==> src/rtl/avg_chan_sched.sv <==
// Round-robin scheduler sharing one serial 8-tap moving-average adder among NCH channels.
// Each channel owns a DEPTH-entry window; a granted sample is shifted in, then summed one tap per cycle.
module avg_chan_sched #(
  parameter int NCH   = 4,
  parameter int CW    = 2,
  parameter int WIDTH = 8,
  parameter int DEPTH = 8,
  parameter int ACCW  = 11
) (
  input  logic                 clk,
  input  logic                 rs,
  input  logic [NCH-1:0]       in_valid,
  input  logic [NCH*WIDTH-1:0] in_data,
  output logic [NCH-1:0]       in_ready,
  output logic                 out_valid,
  output logic [CW-1:0]        out_chan,
  output logic [WIDTH-1:0]     out_avg,
  output logic                 busy
);

  localparam int IW = $clog2(DEPTH);

  localparam logic [1:0] IDLE = 2'd0;
  localparam logic [1:0] ACC  = 2'd1;
  localparam logic [1:0] DONE = 2'd2;

  logic [1:0]       state_reg;
  logic [CW-1:0]    rr_ptr_reg;
  logic [CW-1:0]    cur_reg;
  logic [IW-1:0]    idx_reg;
  logic [ACCW-1:0]  acc_reg;
  logic             out_valid_reg;
  logic [CW-1:0]    out_chan_reg;
  logic [WIDTH-1:0] out_avg_reg;

  logic [WIDTH-1:0] win_reg [NCH][DEPTH];
  logic [WIDTH-1:0] sample  [NCH];

  logic [CW-1:0]    grant;
  logic [CW-1:0]    cand;
  logic             found;
  logic             hs;
  logic [WIDTH-1:0] tap;

  genvar gi, gj;

  generate
    for (gi = 0; gi < NCH; gi++) begin : g_unpack
      assign sample[gi]   = in_data[gi*WIDTH +: WIDTH];
      assign in_ready[gi] = hs && (grant == CW'(gi));
    end
  endgenerate

  // Scan offsets from the far end so the channel nearest rr_ptr is the last writer and wins.
  always_comb begin
    grant = '0;
    cand  = '0;
    found = 1'b0;
    for (int i = NCH - 1; i >= 0; i--) begin
      cand = rr_ptr_reg + CW'(i);
      if (in_valid[cand]) begin
        grant = cand;
        found = 1'b1;
      end
    end
  end

  assign hs   = (state_reg == IDLE) && found;
  assign tap  = win_reg[cur_reg][idx_reg];
  assign busy = (state_reg != IDLE);

  // Newest sample lives at index DEPTH-1; the oldest falls off index 0.
  generate
    for (gi = 0; gi < NCH; gi++) begin : g_win
      for (gj = 0; gj < DEPTH; gj++) begin : g_tap
        always_ff @(posedge clk) begin
          if (!rs) begin
            win_reg[gi][gj] <= '0;
          end else if (hs && (grant == CW'(gi))) begin
            if (gj == DEPTH - 1) begin
              win_reg[gi][gj] <= sample[gi];
            end else begin
              win_reg[gi][gj] <= win_reg[gi][(gj + 1) % DEPTH];
            end
          end
        end
      end
    end
  endgenerate

  always_ff @(posedge clk) begin
    if (!rs) begin
      state_reg     <= IDLE;
      rr_ptr_reg    <= '0;
      cur_reg       <= '0;
      idx_reg       <= '0;
      acc_reg       <= '0;
      out_valid_reg <= 1'b0;
      out_chan_reg  <= '0;
      out_avg_reg   <= '0;
    end else begin
      out_valid_reg <= 1'b0;
      case (state_reg)
        IDLE: begin
          if (hs) begin
            acc_reg    <= '0;
            idx_reg    <= '0;
            cur_reg    <= grant;
            rr_ptr_reg <= grant + CW'(1);
            state_reg  <= ACC;
          end
        end
        ACC: begin
          acc_reg <= acc_reg + {{(ACCW-WIDTH){1'b0}}, tap};
          idx_reg <= idx_reg + IW'(1);
          if (idx_reg == IW'(DEPTH - 1)) begin
            state_reg <= DONE;
          end
        end
        DONE: begin
          out_avg_reg   <= acc_reg[IW +: WIDTH];
          out_chan_reg  <= cur_reg;
          out_valid_reg <= 1'b1;
          state_reg     <= IDLE;
        end
        default: begin
          state_reg <= IDLE;
        end
      endcase
    end
  end

  assign out_valid = out_valid_reg;
  assign out_chan  = out_chan_reg;
  assign out_avg   = out_avg_reg;

endmodule

==> config.mk <==
export PLATFORM = sky130hd
export DESIGN_NAME = avg_chan_sched
export DESIGN_NICKNAME = d
export VERILOG_FILES = /design/src/rtl/avg_chan_sched.sv
export SDC_FILE = /design/constraint.sdc
export NUM_CORES = 1
export LEC_CHECK = 0
export ABC_AREA = 1
export CAP_MARGIN = 20
export CORE_ASPECT_RATIO = 0.8
export CORE_MARGIN = 10
export CORE_UTILIZATION = 60
export CTS_CLUSTER_SIZE = 12
export DETAILED_ROUTE_END_ITERATION = 16
export GPL_TIMING_DRIVEN = 1
export PLACE_DENSITY = 0.82
export SKIP_CTS_REPAIR_TIMING = 1
export SYNTH_ARGS = -nofsm -noshare
export SYNTH_HDL_FRONTEND = slang
export SYNTH_SLANG_ARGS = --single-unit
==> constraint.sdc <==
create_clock -name clk -period 8.6 [get_ports clk]
set_clock_uncertainty 0.2 [all_clocks]
set_input_delay 0.86 -clock clk [delete_from_list [all_inputs] [get_ports clk]]
set_output_delay 0.86 -clock clk [all_outputs]
set_load 0.05 [all_outputs]
Word-level counts from Yosys, hierarchy flattened
Memories as Yosys holds them, arrays and structs flattened. A register that Yosys moved wholly into a read port is not among the register bits.
Cells that the tools add are included.

operators by class
  $add $sub $neg = 6
  magnitude comparators = 5
  equal/unequal tests = 8
  multiplexer cells = 74
  bitwise gates (word level) = 33
  reduce and logical (&&, ||, !) cells = 12

operators with widths
  kind                 count
  $mux 8               34
  $or 1x1->1           32
  $bmux 8 s3           1
  $mux 1               22
  $pmux 11 s2          1
  $mux 2               8
  $lt 2x3->1 const B   4
  $add 11x8->11        1
  $mux 11              1
  $bmux 1 s2           4
  $eq 2x2->1 const B   3
  $pmux 3 s2           1
  $reduce_and 2->1     3
  $logic_and 1x1->1    5
  $add 2x1->2 const B  2
  $add 2x2->2 const B  2
  $eq 2x1->1 const B   2
  $ge 4x4->1 const B   1
  $logic_not 2->1      2
  $ne 2x2->1 const B   2
  $not 3->4            1
  $pmux 2 s2           1
  $reduce_bool 2->1    2
  $add 3x1->3 const B  1
  other kinds (2)      2

word-level totals
  register bits after elaboration = 31
  RAM bits = 256
  input bits = 38
  logic and storage cells = 147
  memories kept = 1

memories
  name     words  width  read ports  clocked after memory_dff  write ports  line  RTL
  win_reg  4      64     5           1                         4            36    logic [WIDTH-1:0] win_reg [NCH][DEPTH];

Logic depth before layout (Yosys ltp)
Gate-level depths: netlist of run 1.

  word-level depth = 13
  depth in mapped cells = 22
  mapped depth without buffers = 20

Least setup slack after synthesis of run 1
No wires, ideal clock.

  path type = input-to-reg
  from = input in_valid[3]
  to = memory win_reg[3][0] (netlist name) (enable)
  setup time = 0.574 ns
  arrival = 6.312 ns
  data required time = 7.826 ns
  slack = 1.513 ns
  stages = 11
  buffers on the path = 0
  cell sequence = inv_1 o21ai_1 nand2_1 nand3_1 nand2_1 nand2_1 nand2_1 inv_1 ha_1 inv_1 o21ai_0

RTL lines
  item                line  RTL
  start: declaration  12    input logic [NCH-1:0] in_valid,
  end: declaration    36

==> impl_metrics.toml, run 1 <==
[outcome]
status = "finished, final reports clean"

[finish]
num-fill-cells = 1963
multi_input_comb_area_sq_mm = 0.00602
mostFrequentLayoutCells = "292 x inv_1, 256 x edfxtp_1, 240 x nor2_4"
regArea_sq_mm = 0.00835
antennaDiodeCount = 0
area_delta_synth_final_pct = 7.71
final_common_cell = "inv_1"
largest_reg_flops = 256
drive_gt1_frac = 0.198
finalInstanceArea_sq_mm = 0.0174
fin_util = 0.661
nets = 1612

[clocking]
cts.sinks = 289
cts_buffers = 29
cts_tree = "built"
clock_latency_ps = 540
h-tree-depth = 1
cts.path.max_buffers = 3
cts_root_buf = "clkbuf_16"
path_clk_slew_ps = 60

[route]
vias_per_cell = 5.48
ant_nets = 0
drt-initial-drc-count = 1052
wl_per_cell_um = 17.6
vias = 10625
routed_wl_um = 34100
drc = 0
drt_first_pass_iters = 5

[global_routing]
overflow = 0
grt_max_degree = 80
grt_pass1_vias = 10664
track_usage = 0.198
antenna_found_initial = 0
grt_pass1_wl_um = 55200

[min_path]
hold_start = "acc_reg[0]$_SDFFE_PN0P_"
hold_path.class = "reg2reg"

[yosys]
synthesis.area_sq_mm = 0.0162
synth_largest_area_cell = "edfxtp_1"
yosysUniqueCellTypes = 27
yosysSeqAreaShare = 0.516
postSynthAreaPerCell_sq_um = 10.5
synthTopCellsByArea = "edfxtp_1 47%, nor2_4 17%, inv_1 6.8%, o21ai_0 4.5%, dfxtp_1 4.1%"
ys_seq_elements = 289
yosysWarnings = 0
synth_top_area_frac = 0.475
synth_fp_nets = 1601
syn_inst = 1548

[place]
dpl_worst_slack_ps = 3900
portBuffers = 53
hpwl_um = 20300
placed_cell_area_sq_mm = 0.0166
place_congestion = 0.835

[floorplan]
core-area_sq_mm = 0.0264
rows = 53
die_h_um = 167
fp.dieW_um = 204
die_area_sq_mm = 0.0340
start_util = 0.613
num_io_pins = 54

[timing]
period_share = 0.563
worstMarginPinSlew_ps = 1080
max_slew_margin = 0.282
tns_ps = 0
period_needed_ps = 4840
rsz0062_at_grt = "false"
setup_viol = 0
hold_viol = 0
setup_ws_ps = 3760
maxSlewViolCount = 0
fmax_mhz = 207

[power]
power.density_mw_per_mm2 = 353
power_uw = 6150
p_leak_uw = 0.00639
peakVddDrop_mv = 0.264

[setup_path]
crit_required_ps = 8880
crit_fanout = 79
endpoint_kind = "flip-flop"
worstSetupPathType = "reg2reg"
startpoint_type = "flip-flop"
arrival_ps = 5120

[job]
maxCapViolations = 0
==> kinds of logic after synthesis <==
kind of cell | count (synthesis) | share of synthesized area
buffers and inverters | 385 | 0.115
and+or+nand+nor | 548 | 0.255
adders and majority gates | 15 | 0.0121
AOI/OAI and AO/OA | 311 | 0.102
DFF | 289 | 0.516
==> power breakdown <==
part / leakage, uW / switching (uW) / internal (uW)
clock: 0.000421 / 516 / 669
combinational: 0.00300 / 1880 / 661
sequential: 0.00296 / 256 / 2160
total: 0.00639 / 2650 / 3490
==> final timing paths <==
path                            slack (ps)                  endpoint  depth (start not counted)
worst min register to register         290   acc_reg[0]$_SDFFE_PN0P_                          2
worst min-delay path                   290   acc_reg[0]$_SDFFE_PN0P_                          2
worst max-delay path                  3760  acc_reg[10]$_SDFFE_PN0P_                         19
worst max register to register        3760  acc_reg[10]$_SDFFE_PN0P_                         19
==> per-layer routing <==
layer	global-route usage	routed length, um	vias to the layer above
met5	0	0	-
met4	0.0567	859	0
met3	0.0304	2760	71
met2	0.336	16800	441
met1	0.258	13700	5079
li1	-	-	5034
==> through the flow <==
stage	cells	hold slack [ps]
after detailed placement	1885	279
after CTS	1939	290
after global routing	1939	307
final	1939	289
after global placement	1885	265
after floorplan	1548	253
==> Yosys cell counts <==
library cell and count:
o21ai_0 144, fa_1 1, nor2_4 240, dfxtp_1 33
o211ai_1 40, ha_1 14, or2_2 1, buf_4 2
nand2_2 1, nand4_4 1, nor3_1 2, nand2_8 5
clkbuf_1 46, nor2_1 103, inv_2 4, buf_12 24
nand4_1 1, nand3_1 70, buf_6 2, a21oi_1 103
nand2_1 120, o21ai_1 24, nor2_8 4, edfxtp_1 256
buf_2 8, inv_1 293, buf_1 6
==> area by class of cell <==
type	instances	area share
Sequential cell	289	0.479
Multi-Input combinational cell	874	0.345
Inverter	297	0.0640
Clock buffer	48	0.0464
Timing Repair Buffer	68	0.0366
Tap cell	357	0.0256
Clock inverter	6	0.00323
==> worst max-delay path, cell delays in order (launching register included) <==
cell	delay (ps)
dfxtp_4	660
clkinv_2	920
buf_4	660
o21ai_0	320
o211ai_1	150
nand3_1	150
nand2_1	60
nand2_1	50
nand2_1	70
ha_1	230
fa_1	410
nand3_1	100
nand2_1	110
nand3_1	120
nand2_1	90
nand2_1	70
nor2_1	60
nand2_1	60
nand2_1	50
nor2_1	120
Power figures use the tool's default switching activity.
==> run 2, diff against run 1 <==
--- a/config.mk
+++ b/config.mk
@@ -9,11 +9,11 @@
 export CAP_MARGIN = 20
 export CORE_ASPECT_RATIO = 0.8
 export CORE_MARGIN = 10
-export CORE_UTILIZATION = 60
+export CORE_UTILIZATION = 56
 export CTS_CLUSTER_SIZE = 12
 export DETAILED_ROUTE_END_ITERATION = 16
 export GPL_TIMING_DRIVEN = 1
-export PLACE_DENSITY = 0.82
+export PLACE_DENSITY = 0.81
 export SKIP_CTS_REPAIR_TIMING = 1
 export SYNTH_ARGS = -nofsm -noshare
 export SYNTH_HDL_FRONTEND = slang
==> constraint.sdc (replaced) <==
create_clock -name clk -period 4.1 [get_ports clk]
set_clock_uncertainty 0.2 [all_clocks]
set_input_delay 0.41 -clock clk [delete_from_list [all_inputs] [get_ports clk]]
set_output_delay 0.41 -clock clk [all_outputs]
set_load 0.05 [all_outputs]
==> impl_metrics.toml, run 2 (same netlist as run 1, synthesis figures left out) <==
[timing]
rsz0062_at_grt = "false"
setup_viol = 0
maxSlewViolCount = 0
period_share = 0.948
fmax_mhz = 257
hold_viol = 0
max_slew_margin = 0.346
worstMarginPinSlew_ps = 981
tns_ps = 0
period_needed_ps = 3880
hold_ws_ps = 281

[clocking]
cts_tree = "built"
cts_buffers = 29
cts.path.max_buffers = 3
cts.sinks = 289
h-tree-depth = 1
path_clk_slew_ps = 60
clock_latency_ps = 560
cts_root_buf = "clkbuf_16"

[global_routing]
grt_pass1_wl_um = 54000
antenna_found_initial = 0
grt_max_degree = 105
grt_pass1_vias = 10375
overflow = 0
track_usage = 0.183

[floorplan]
rows = 55
die_area_sq_mm = 0.0362
fp.dieW_um = 210
core-area_sq_mm = 0.0284
num_io_pins = 54
die_h_um = 172
start_util = 0.571

[finish]
antennaDiodeCount = 0
drive_gt1_frac = 0.211
area_delta_synth_final_pct = 10.0
largest_reg_flops = 256
final_common_cell = "inv_1"
nets = 1633
mostFrequentLayoutCells = "292 x inv_1, 256 x edfxtp_1, 240 x nor2_4"

[setup_path]
r2r_slack_ps = 600
crit_start = "rr_ptr_reg[0]$_SDFFE_PN0P_"
startpoint_type = "flip-flop"
worst_r2r_endpoint = "acc_reg[10]$_SDFFE_PN0P_"
crit_required_ps = 3490
crit_fanout = 13
crit_top_cell = "nand2_1"
arrival_ps = 3270
cp_slowest_stage_delay_ps = 840
endpoint_kind = "output port"
slowest_stage = "clkdlybuf4s50_1"
crit_chain = "inv_2 > nand2_1 > nand2_1 > nand2_2 > nand4_1 > nand2_1 > nand2_1 > inv_1 > ha_1 > inv_1 > nor2_8 > clkdlybuf4s50_1"
endpoint = "in_ready[0]"
worstSetupPathType = "reg2out"
r2r_cells = 18

[power]
power.density_mw_per_mm2 = 735
p_leak_uw = 0.00661
peakVddDrop_mv = 0.972

[route]
ant_nets = 0
routed_wl_um = 33500
drt-initial-drc-count = 1030
drc = 0
wl_per_cell_um = 17.0
vias_per_cell = 5.30
drt_first_pass_iters = 5
vias = 10465

[outcome]
status = "finished, final reports clean"

[min_path]
hold_path.class = "reg2reg"

[job]
maxCapViolations = 0

[place]
place_congestion = 0.861
hpwl_um = 21200
portBuffers = 53
==> run 2: changes by cell type in the layout (fill, tap and decap cells not counted), sizes merged <==
cell           delta
bufinv            -1
clkinv            -2
clkbuf            +3
clkdlybuf4s50     -2
dlymetal6s2s      +2
buf              +21
==> run 2: worst max-delay path, delay by kind of cell, from the launching register on <==
kind | cells | cell delay (ps)
buf+inv | 4 | 1220
simple gates | 7 | 810
flops | 1 | 560
fa+ha+maj | 1 | 160
==> run 2: final cells by class <==
type | instances | area, sq um
fillers | 2113 | 10500
flip-flops and latches | 289 | 8350
multi-input cells | 874 | 6020
inverters | 297 | 1120
repair buffers | 89 | 988
clock buffers | 51 | 853
well taps | 370 | 463
clock inverters | 3 | 22.5
==> run 2: worst min path at each step <==
stage,cells after the start,slack (ps),from,to
3_3_place_gp,2,260,out_avg[4]$_SDFFE_PN0P_,out_avg[4]$_SDFFE_PN0P_
6_report,2,280,out_avg[6]$_SDFFE_PN0P_,out_avg[6]$_SDFFE_PN0P_
5_1_grt,3,300,in_data[10],win_reg[1][2]$_SDFFCE_PN0P_
2_1_floorplan,2,250,acc_reg[0]$_SDFFE_PN0P_,acc_reg[0]$_SDFFE_PN0P_
3_5_place_dp,2,270,out_avg[6]$_SDFFE_PN0P_,out_avg[6]$_SDFFE_PN0P_
4_1_cts,3,280,in_data[8],win_reg[1][0]$_SDFFCE_PN0P_
==> run 2: metal layers <==
layer	track usage	vias up	part of all wire
li1	-	5072	-
met1	0.244	4940	0.43
met2	0.310	399	0.48
met3	0.0252	54	0.070
met4	0.0453	0	0.018
met5	0	-	0
==> run 2: report_power, final <==
part / leakage, uW / switching (uW) / internal (uW) / total, uW
combinational: 0.00321 / 4000 / 1580 / 5580
clock: 0.000432 / 1090 / 1400 / 2490
sequential: 0.00296 / 509 / 4520 / 5030
==> run 2: through the flow <==
stage / total power, uW / util / worst slack (ps) / cell area, sq um / cells
CTS: 13100 / 0.628 / 218 / 17800 / 1973
global placement: 10400 / 0.597 / 554 / 16900 / 1919
floorplan: 9310 / - / 371 / 16200 / 1548
detailed placement: 10600 / 0.597 / 435 / 16900 / 1919
global route: 13900 / 0.628 / 15.0 / 17800 / 1973
finish: 13100 / 0.628 / 215 / 17800 / 1973
==> run 3, diff against run 2 <==
--- a/config.mk
+++ b/config.mk
@@ -13,6 +13,7 @@
 export CTS_CLUSTER_SIZE = 12
 export DETAILED_ROUTE_END_ITERATION = 16
 export GPL_TIMING_DRIVEN = 1
+export HOLD_SLACK_MARGIN = 0.1
 export PLACE_DENSITY = 0.81
 export SKIP_CTS_REPAIR_TIMING = 1
 export SYNTH_ARGS = -nofsm -noshare
==> results of run 3 <==
Final layout, timing and power as in run 2 (identical DEF).
